===== src/rtl/datapath_sequencer.sv =====
// datapath_sequencer: instruction register plus Moore FSM that steps a simple
// register-file/ALU datapath through MOV imm, MOV reg, ADD, CMP, AND and MVN.
// Optional feature macro: SEQ_ILLEGAL_TRAP_EN -- when defined, an illegal opcode
// parks the FSM in HALT with a sticky illegal flag until reset; when undefined,
// illegal opcodes fall straight back to WAIT and illegal is tied low.
module datapath_sequencer (
   input  logic        clk,
   input  logic        reset,
   input  logic        load,
   input  logic        s,
   input  logic [15:0] in,
   output logic        w,
   output logic [15:0] datapath_in,
   output logic        vsel,
   output logic [2:0]  writenum,
   output logic [2:0]  readnum,
   output logic        write,
   output logic        loada,
   output logic        loadb,
   output logic        loadc,
   output logic        loads,
   output logic        asel,
   output logic        bsel,
   output logic [1:0]  shift,
   output logic [1:0]  ALUop,
   output logic        illegal
);

   typedef enum logic [3:0] {
      S_WAIT   = 4'd0,
      S_DECODE = 4'd1,
      S_WIMM   = 4'd2,
      S_GETA   = 4'd3,
      S_GETB   = 4'd4,
      S_ALU    = 4'd5,
      S_WREG   = 4'd6,
      S_CMP    = 4'd7,
      S_HALT   = 4'd8
   } state_t;

   state_t      state_reg, state_next;
   logic [15:0] ir_reg, ir_next;

   // Instruction fields
   logic [2:0] opcode;
   logic [1:0] op;
   logic [2:0] rn, rd, rm;
   logic [1:0] sh;

   assign opcode = ir_reg[15:13];
   assign op     = ir_reg[12:11];
   assign rn     = ir_reg[10:8];
   assign rd     = ir_reg[7:5];
   assign sh     = ir_reg[4:3];
   assign rm     = ir_reg[2:0];

   // Instruction classes; every op of the 101 group is a defined ALU instruction
   logic is_mov_imm, is_mov_reg, is_alu_grp, is_cmp, is_mvn, is_legal;

   assign is_mov_imm = (opcode == 3'b110) && (op == 2'b10);
   assign is_mov_reg = (opcode == 3'b110) && (op == 2'b00);
   assign is_alu_grp = (opcode == 3'b101);
   assign is_cmp     = is_alu_grp && (op == 2'b01);
   assign is_mvn     = is_alu_grp && (op == 2'b11);
   assign is_legal   = is_mov_imm || is_mov_reg || is_alu_grp;

   // Sign-extend imm8: low byte straight through, upper byte replicates bit 7
   genvar gi;
   assign datapath_in[7:0] = ir_reg[7:0];
   generate
      for (gi = 8; gi < 16; gi++) begin : g_sext
         assign datapath_in[gi] = ir_reg[7];
      end
   endgenerate

   // IR captures only while idle so a running instruction cannot be disturbed
   always_comb begin
      ir_next = ir_reg;
      if (state_reg == S_WAIT && load) begin
         ir_next = in;
      end
   end

   // State and instruction register
   always_ff @(posedge clk) begin
      if (reset) begin
         state_reg <= S_WAIT;
         ir_reg    <= 16'h0000;
      end else begin
         state_reg <= state_next;
         ir_reg    <= ir_next;
      end
   end

`ifdef SEQ_ILLEGAL_TRAP_EN
   logic illegal_reg, illegal_next;

   // Sticky flag set when an illegal opcode is decoded; only reset clears it
   always_comb begin
      illegal_next = illegal_reg;
      if (state_reg == S_DECODE && !is_legal) begin
         illegal_next = 1'b1;
      end
   end

   // Illegal flag register
   always_ff @(posedge clk) begin
      if (reset) begin
         illegal_reg <= 1'b0;
      end else begin
         illegal_reg <= illegal_next;
      end
   end

   assign illegal = illegal_reg;
`else
   assign illegal = 1'b0;
`endif

   // Next-state logic and Moore control outputs
   always_comb begin
      state_next = state_reg;
      w          = 1'b0;
      vsel       = 1'b0;
      writenum   = 3'd0;
      readnum    = 3'd0;
      write      = 1'b0;
      loada      = 1'b0;
      loadb      = 1'b0;
      loadc      = 1'b0;
      loads      = 1'b0;
      asel       = 1'b0;
      bsel       = 1'b0;
      shift      = 2'b00;
      ALUop      = 2'b00;

      case (state_reg)
         S_WAIT: begin
            w = 1'b1;
            if (s) begin
               state_next = S_DECODE;
            end
         end
         S_DECODE: begin
            if (is_mov_imm) begin
               state_next = S_WIMM;
            end else if (is_mov_reg || is_mvn) begin
               state_next = S_GETB;
            end else if (is_alu_grp) begin
               state_next = S_GETA;
            end else begin
`ifdef SEQ_ILLEGAL_TRAP_EN
               state_next = S_HALT;
`else
               state_next = S_WAIT;
`endif
            end
         end
         S_WIMM: begin
            vsel       = 1'b1;
            write      = 1'b1;
            writenum   = rn;
            state_next = S_WAIT;
         end
         S_GETA: begin
            readnum    = rn;
            loada      = 1'b1;
            state_next = S_GETB;
         end
         S_GETB: begin
            readnum    = rm;
            loadb      = 1'b1;
            state_next = is_cmp ? S_CMP : S_ALU;
         end
         S_ALU: begin
            // Single-operand instructions zero the A input so B passes through
            shift      = sh;
            ALUop      = op;
            loadc      = 1'b1;
            asel       = is_mov_reg || is_mvn;
            state_next = S_WREG;
         end
         S_WREG: begin
            write      = 1'b1;
            writenum   = rd;
            state_next = S_WAIT;
         end
         S_CMP: begin
            shift      = sh;
            ALUop      = 2'b01;
            loads      = 1'b1;
            state_next = S_WAIT;
         end
         S_HALT: begin
            state_next = S_HALT;
         end
         default: begin
            state_next = S_WAIT;
         end
      endcase
   end

endmodule


===== config.mk =====
export PLATFORM = sky130hd
export DESIGN_NAME = datapath_sequencer
export DESIGN_NICKNAME = d
export VERILOG_FILES = /design/src/rtl/datapath_sequencer.sv
export SDC_FILE = /design/constraint.sdc
export NUM_CORES = 1
export LEC_CHECK = 0
export ABC_AREA = 1
export CAP_MARGIN = 15
export CORE_UTILIZATION = 39
export CTS_CLUSTER_DIAMETER = 150
export CTS_CLUSTER_SIZE = 40
export DETAILED_ROUTE_END_ITERATION = 12
export GPL_TIMING_DRIVEN = 0
export PLACE_DENSITY = 0.78
export SLEW_MARGIN = 20
export SYNTH_ARGS = -nofsm -noshare
export SYNTH_HDL_FRONTEND = slang
export SYNTH_SLANG_ARGS = --single-unit

===== constraint.sdc =====
create_clock -name clk -period 1.3 [get_ports clk]
set_input_delay 0.195 -clock clk [delete_from_list [all_inputs] [get_ports clk]]
set_output_delay 0.195 -clock clk [all_outputs]
set_load 0.1 [all_outputs]

* Word level (Yosys, flattened, before mapping)
Cells that the tools add are included.
Cells by class: multiplexer cells 18, eq/ne operators 14, reductions and logical operators 10
Operators by type and width (number):
- 4-bit case mux with 6 select lines | 1
- 4-bit by 3-bit equality test with 1-bit output, second input constant | 4
- 3-bit case mux with 2 select lines | 2
- 4-bit by 2-bit equality test with 1-bit output, second input constant | 2
- 1-bit two-way mux | 8
- 3-bit equality test, second input constant | 2
- 2-bit two-way mux | 3
- 3-bit two-way mux | 2
- 1-bit logical AND | 5
- 2-bit equality test, second input constant | 2
- 4-bit by 1-bit equality test with 1-bit output, second input constant | 1
- 4-bit equality test, second input constant | 1
- 4-bit logical NOT | 1
- 4-bit two-way mux | 1
- 2-bit case mux with 2 select lines | 1
- 2-bit OR reduction | 2
- 2-bit by 1-bit equality test with 1-bit output, second input constant | 1
- 2-bit logical NOT | 1
- 2-bit != test, second input constant | 1
- 1-bit logical OR | 1
Word-level totals: flip-flop bits (word level) 20, output and inout bits 36

* Depth between registers and ports, before layout
Gate-level depths: netlist of run 1.
word-level depth 6, gate-level depth with buffers 8

* Worst setup path before layout of run 1
No wires, ideal clock.
path type register -> output, start point reg state_reg[3], end point out asel, data arrival time 3292 ps, data required time 1105 ps, path slack -2187 ps, buffers on the path 0, cell stages (with the launch flop) 6, cell sequence dfxtp_1 -> inv_1 -> nand2_1 -> nor2_1 -> inv_1 -> nor2_1
Between the ends: longest elaborated chain between the ends 2
Ends and longest elaborated chain:
- from (decl) | line 41 | state_t state_reg, state_next;
- from (signal assigned) | line 90 | state_reg <= state_next;
- 4-bit by 3-bit equality test with 1-bit output | line 137 | case (state_reg)
- 1-bit two-way mux | line 137
- to (decl) | line 22 | output logic asel,
Every way passes these cells.

* Final worst setup path of run 1
start point reg state_reg[2], end point out readnum[1]
Between the ends: longest elaborated chain between the ends 2, elaborated cells between the ends (all ways) 3, classes of those cells eq/ne: 2; mux: 1
Ends and longest elaborated chain:
- 4-bit by 3-bit equality test with 1-bit output / 4-bit by 2-bit equality test with 1-bit output (equally long branches) | line 137
- 3-bit case mux with 2 select lines * | line 137
- to (decl) | line 16 | output logic [2:0] readnum,
Mark *: on every way between the ends. The rest lies on a longest branch, timed or not.

==> reports/results.ini, run 1 <==
[layout]
layout.cells.non_filler=268
antenna_cells=0
final_area_um2=2410
nets=259
area_growth_syn_to_layout_pct=115
largest_register_ffs=16
final_layout_size_suffix_gt1_share_pct=59.1
final_util_pct=88.3

[logic_synthesis]
synth_top_cell_by_area=dfxtp_1
synthSimpleGateAreaFrac_pct=17.5
yosys_warnings=0
synth_compound_area_share_pct=21.0
syn_area_um2=1120
syn_inst=162
synthFlopType=dfxtp_1
synthXorXnorAreaFrac_pct=0
synth_top_family_by_area=buffers and inverters
yosys.area_share.adder_pct=0
yosysUniqueCellTypes=21
synth_edf_count=0
synth_top_area_share_pct=35.7
synthMuxAreaShare_pct=0
synth_seq_cells=20
synth.most_common_cell=inv_1
avgSynthCellArea_um2=6.92
synthTopCellsByCount=inv_1 (28), a21oi_1 (21), dfxtp_1 (20), nand2_1 (20), buf_4 (18)
yosysSeqAreaShare_pct=35.7
ys_async_sr_fraction_pct=0
synthTopCellsByArea=dfxtp_1 (36%), buf_4 (12%), a21oi_1 (9.4%)

[timing]
finalCriticalPeriod_ns=1.68
finalCritPeriodShare_pct=129
fin_setup_tns_ns=-10.07
setup_violations=37
rsz0062_at_grt=true
slew_violations=0
hold_viol_final=0
whs_ns=0.471
max_freq_mhz=594
timing.final.ws_setup_ns=-0.383
skew_ns=0.00761

[setup_path]
cp_data_arrival_time_ns=1.49
worst_path_max_delay_cell=dfxtp_2
cp_slowest_stage_delay_ns=0.38
worstPathRequired_ns=1.11
crit_family=flip-flops
crit_fanout=5
crit_chain=nor2_4 > nand2_4 > o22ai_4 > buf_12
crit_type=flip-flop to output port
critPathCaptureType=output port
path_buf_inv=1
worstSetupStartpointType=flip-flop

[clocking]
clk_path_buf_depth=2
cts_tree=built
cts_sinks=20
clk_pin_slew_ns=0.10
h-tree-depth=1
clock_latency_ns=0.31
numCtsBuffers=3
clock-root-buffer=clkbuf_4

[power_and_ir_drop]
p_leak_nw=1.02
p_int_mw=1.13
pwr-share-clk_pct=14.6
power_density_nw_per_um2=860
peakVddDrop_v=0.00108
pwr-share-comb_pct=50.9
swShare_pct=45.6
p_sw_mw=0.948
pwr-share-seq_pct=34.5
power_mw=2.08

[global_routing]
grtUsageTotal_pct=27.6
overflow=0
grt_pass1_wl_um=6610
grt_pass1_vias=1371
grt_max_degree=11
antenna_found_initial=0

[detailed_routing]
viasPerCell=5.21
drt-initial-drc-count=58
num_vias=1396
drc=0
first_pass_iters=4
drtAntennaViolNets=0
routedWlPerCell_um=17.6
drt-total-wl_um=4710

[placement]
place_inst=247
hpwl_um=2480
place.gp.congestion=0.829
port_buffers=53
post-place-ws_ns=-1.02
placed_cell_area_um2=1870

[outcome]
violations=setup timing
status=finished with violations

[die]
core_region_area_um2=2730
die_h_um=55.6
num_rows=19
dieArea_um2=3090
die_x_um=55.6
start_util_pct=41.0
pin_count=56

[worst_hold_path]
min_path_type=input pin to flip-flop

[job]
cap_violations=0

==> metal layers <==
layer  track usage [%]  up-vias  wire length, µm
met2              51.3       78             2490
met5                 0        -                0
met1              30.2      647             1730
met4              8.93        0              155
met3              6.98       20              341
li1                  -      651                -
==> power groups by stage <==
stage	Sequential (mW)	Combinational (mW)	Clock (mW)
after floorplan	0.708	0.683	0
after global placement	0.712	0.868	0
after detailed placement	0.716	0.881	0
after CTS	0.706	1.01	0.296
after global routing	0.720	1.09	0.327
final	0.716	1.06	0.303
==> final cells by class <==
type                            count  area [µm²]
Buffer                             22         181
Clock buffer                        3        22.5
Fill cell                         126         319
Inverter                           30         143
Multi-Input combinational cell     91         733
Sequential cell                    20         418
Tap cell                           31        38.8
Timing Repair Buffer               71         878
==> worst paths after layout <==
check,cells past startpoint,startpoint,endpoint,slack [ns]
max,4,state_reg[2],readnum[1],-0.38
min,3,in[13],ir_reg[13],0.47
max reg2reg,10,state_reg[2],ir_reg[8],-0.36
min reg2reg,2,ir_reg[14],ir_reg[14],0.51
==> placed cells by master (no fill, tap or decap), types with 4 or more instances in the layout <==
| master | synthesis | layout |
|---|---|---|
| o21ai_2 | 2 | 15 |
| dfxtp_1 | 20 | 14 |
| dfxtp_4 | 0 | 4 |
| nor2_1 | 13 | 4 |
| inv_1 | 28 | 20 |
| nand2_1 | 20 | 10 |
| buf_4 | 18 | 39 |
| buf_6 | 3 | 13 |
| clkdlybuf4s50_1 | 0 | 19 |
| nand3_1 | 5 | 4 |
| a21oi_1 | 21 | 20 |
| o22ai_4 | 0 | 6 |
| nor2_4 | 0 | 9 |
| buf_12 | 0 | 17 |
| nand2_4 | 1 | 8 |
==> repair_timing <==
item | CTS | global route
setup endpoints to repair | 46 | 46
resized for setup | 309 | 12
pin swaps | 8 | 8
hold buffers | 0 | 0
buffers inserted | 7 | 9
gates cloned | 2 | 0
==> worst register-to-register path: stages (launching register included) <==
cell     delay (ns)
dfxtp_2        0.38
nor2_4         0.23
buf_4          0.16
buf_6          0.09
nand2_4        0.06
inv_8          0.06
buf_6          0.11
nand2_8        0.08
buf_16         0.16
o21ai_2        0.12
a21oi_1        0.08
==> cells by family after synthesis <==
family          count (synthesis)
simple gates                   45
flops                          20
buf+inv                        52
other cells                     1
compound gates                 44
Note: power is estimated with default switching activity, not from simulation.
==> run 2, diff against run 1 <==
Settings changed: TNS_END_PERCENT set to 5.
==> reports/results.ini, run 2 (synthesis results as in run 1) <==
[die]
pin_count=56  ; unchanged
num_rows=19  ; unchanged
start_util_pct=41.0  ; unchanged
core_region_area_um2=2730  ; unchanged
dieArea_um2=3090  ; unchanged
die_h_um=55.6  ; unchanged
die_x_um=55.6  ; unchanged

[power_and_ir_drop]
swShare_pct=41.4  ; was 45.6%
pwr-share-clk_pct=24.4  ; was 14.6%
power_density_nw_per_um2=987  ; was 860 nW/µm²
pwr-share-comb_pct=42.7  ; was 50.9%
pwr-share-seq_pct=32.8  ; was 34.5%
p_int_mw=1.26  ; was 1.13 mW
p_sw_mw=0.889  ; was 0.948 mW
peakVddDrop_v=0.000952  ; was 0.00108 V
p_leak_nw=0.932  ; was 1.02 nW

[global_routing]
grt_pass1_vias=1265  ; was 1371
grtUsageTotal_pct=23.8  ; was 27.6%
overflow=0  ; unchanged
grt_max_degree=13  ; was 11
antenna_found_initial=0  ; unchanged
grt_pass1_wl_um=5780  ; was 6610 µm

[detailed_routing]
drc=0  ; unchanged
drt-initial-drc-count=12  ; was 58
first_pass_iters=4  ; unchanged
viasPerCell=4.93  ; was 5.21
routedWlPerCell_um=13.7  ; was 17.6 µm
drt-total-wl_um=3500  ; was 4710 µm
num_vias=1257  ; was 1396
drtAntennaViolNets=0  ; unchanged

[timing]
finalCriticalPeriod_ns=1.67  ; was 1.68 ns
slew_violations=0  ; unchanged
finalCritPeriodShare_pct=129  ; about the same
max_freq_mhz=597  ; was 594 MHz
rsz0062_at_grt=true  ; unchanged
setup_violations=34  ; was 37
skew_ns=0.00570  ; was 0.00761 ns
hold_viol_final=0  ; unchanged
fin_setup_tns_ns=-6.14  ; was -10.07 ns
timing.final.ws_setup_ns=-0.375  ; was -0.383 ns

[job]
cap_violations=0  ; unchanged

[clocking]
clk_pin_slew_ns=0.12  ; was 0.10 ns
clock_latency_ns=0.31  ; about the same
numCtsBuffers=3  ; unchanged
cts_sinks=20  ; unchanged
clock-root-buffer=clkbuf_4  ; unchanged
postCtsHoldBufs=0  ; unchanged
clk_path_buf_depth=2  ; unchanged
cts_tree=built  ; unchanged
h-tree-depth=1  ; unchanged

[worst_hold_path]
min_path_type=input pin to flip-flop  ; unchanged
hp-start=in[15]  ; was in[13]

[layout]
nets=245  ; was 259
mostFrequentLayoutCells=buf_4 (29), inv_1 (21), a21oi_1 (20), clkdlybuf4s50_1 (19), buf_12 (16)  ; was buf_4 (39), inv_1 (20), a21oi_1 (20), clkdlybuf4s50_1 (19), buf_12 (17)
final_common_cell=buf_4  ; unchanged
final_layout_size_suffix_gt1_share_pct=50.4  ; was 59.1%
antenna_cells=0  ; unchanged
largest_register_ffs=16  ; unchanged
area_growth_syn_to_layout_pct=94.2  ; was 115%

[placement]
port_buffers=53  ; unchanged
place.gp.congestion=0.825  ; was 0.829
post-place-ws_ns=-0.993  ; was -1.02 ns
hpwl_um=2280  ; was 2480 µm

[setup_path]
cp_data_arrival_time_ns=1.48  ; was 1.49 ns
crit_start=state_reg[1]  ; was state_reg[2]
worstSetupStartpointType=flip-flop  ; unchanged
critPathCaptureType=output port  ; unchanged
cp_slowest_stage_delay_ns=0.41  ; was 0.38 ns
crit_chain=inv_4 > nor2_4 > nand2_4 > o22ai_4 > buf_12  ; was nor2_4 > nand2_4 > o22ai_4 > buf_12
r2r_start=state_reg[2]  ; unchanged
worst_path_max_delay_cell=dfxtp_4  ; was dfxtp_2
crit_fanout=4  ; was 5
crit_type=flip-flop to output port  ; unchanged
worstPathRequired_ns=1.11  ; about the same

[outcome]
violations=setup timing  ; unchanged
status=finished with violations  ; unchanged

-- run 2: what timing repair did --
item,CTS,global route
setup endpoints to repair,44,36
buffers inserted,4,0
pin swaps,8,1
resized for setup,291,7
-- run 2: per-layer routing --
| metal | GRT usage, % | share of wire, % |
|---|---|---|
| met1 | 27.2 | 39 |
| met4 | 11.1 | 3.3 |
| met2 | 43.0 | 52 |
| met5 | 0 | 0 |
| met3 | 3.95 | 5.2 |
-- run 2: layout make-up --
| cell class | count | area [µm²] |
|---|---|---|
| repair buffers | 57 | 721 |
| multi-input cells | 91 | 646 |
| fillers | 174 | 557 |
| flip-flops and latches | 20 | 420 |
| plain buffers | 22 | 174 |
| inverters | 30 | 125 |
| well taps | 31 | 38.8 |
| clock inverters | 1 | 30.0 |
| clock buffers | 3 | 22.5 |
-- run 2: power by group through the flow --
| stage | combinational [mW] | sequential, mW | clock, mW |
|---|---|---|---|
| 6_report | 0.918 | 0.706 | 0.525 |
| 5_1_grt | 0.957 | 0.714 | 0.555 |
| 4_1_cts | 0.905 | 0.704 | 0.529 |
| 3_5_place_dp | 0.850 | 0.715 | 0 |
| 3_3_place_gp | 0.839 | 0.712 | 0 |
| 2_1_floorplan | 0.655 | 0.708 | 0 |
-- run 2: critical path, delay by kind of cell, from the launching register on --
kind | cells | cell delay [ns]
flops | 1 | 0.41
compound gates | 1 | 0.23
simple gates | 2 | 0.25
buf+inv | 2 | 0.27
-- run 2: per-stage QoR --
stage	cells	utilization, %	area [µm²]	power (mW)	hold slack (ns)
6_report	255	79.6	2180	2.15	0.448
5_1_grt	255	79.6	2180	2.23	0.457
4_1_cts	255	79.1	2160	2.14	0.447
3_5_place_dp	247	65.0	1780	1.56	0.466
3_3_place_gp	247	65.0	1780	1.55	0.457
2_1_floorplan	163	-	1210	1.36	0.257
-- run 2: final timing paths --
path	end	slack [ns]	cells past startpoint
hold / removal	ir_reg[15]	0.45	3
hold reg to reg	ir_reg[15]	0.49	2
setup reg to reg	ir_reg[9]	-0.15	8
setup / recovery	writenum[1]	-0.37	5
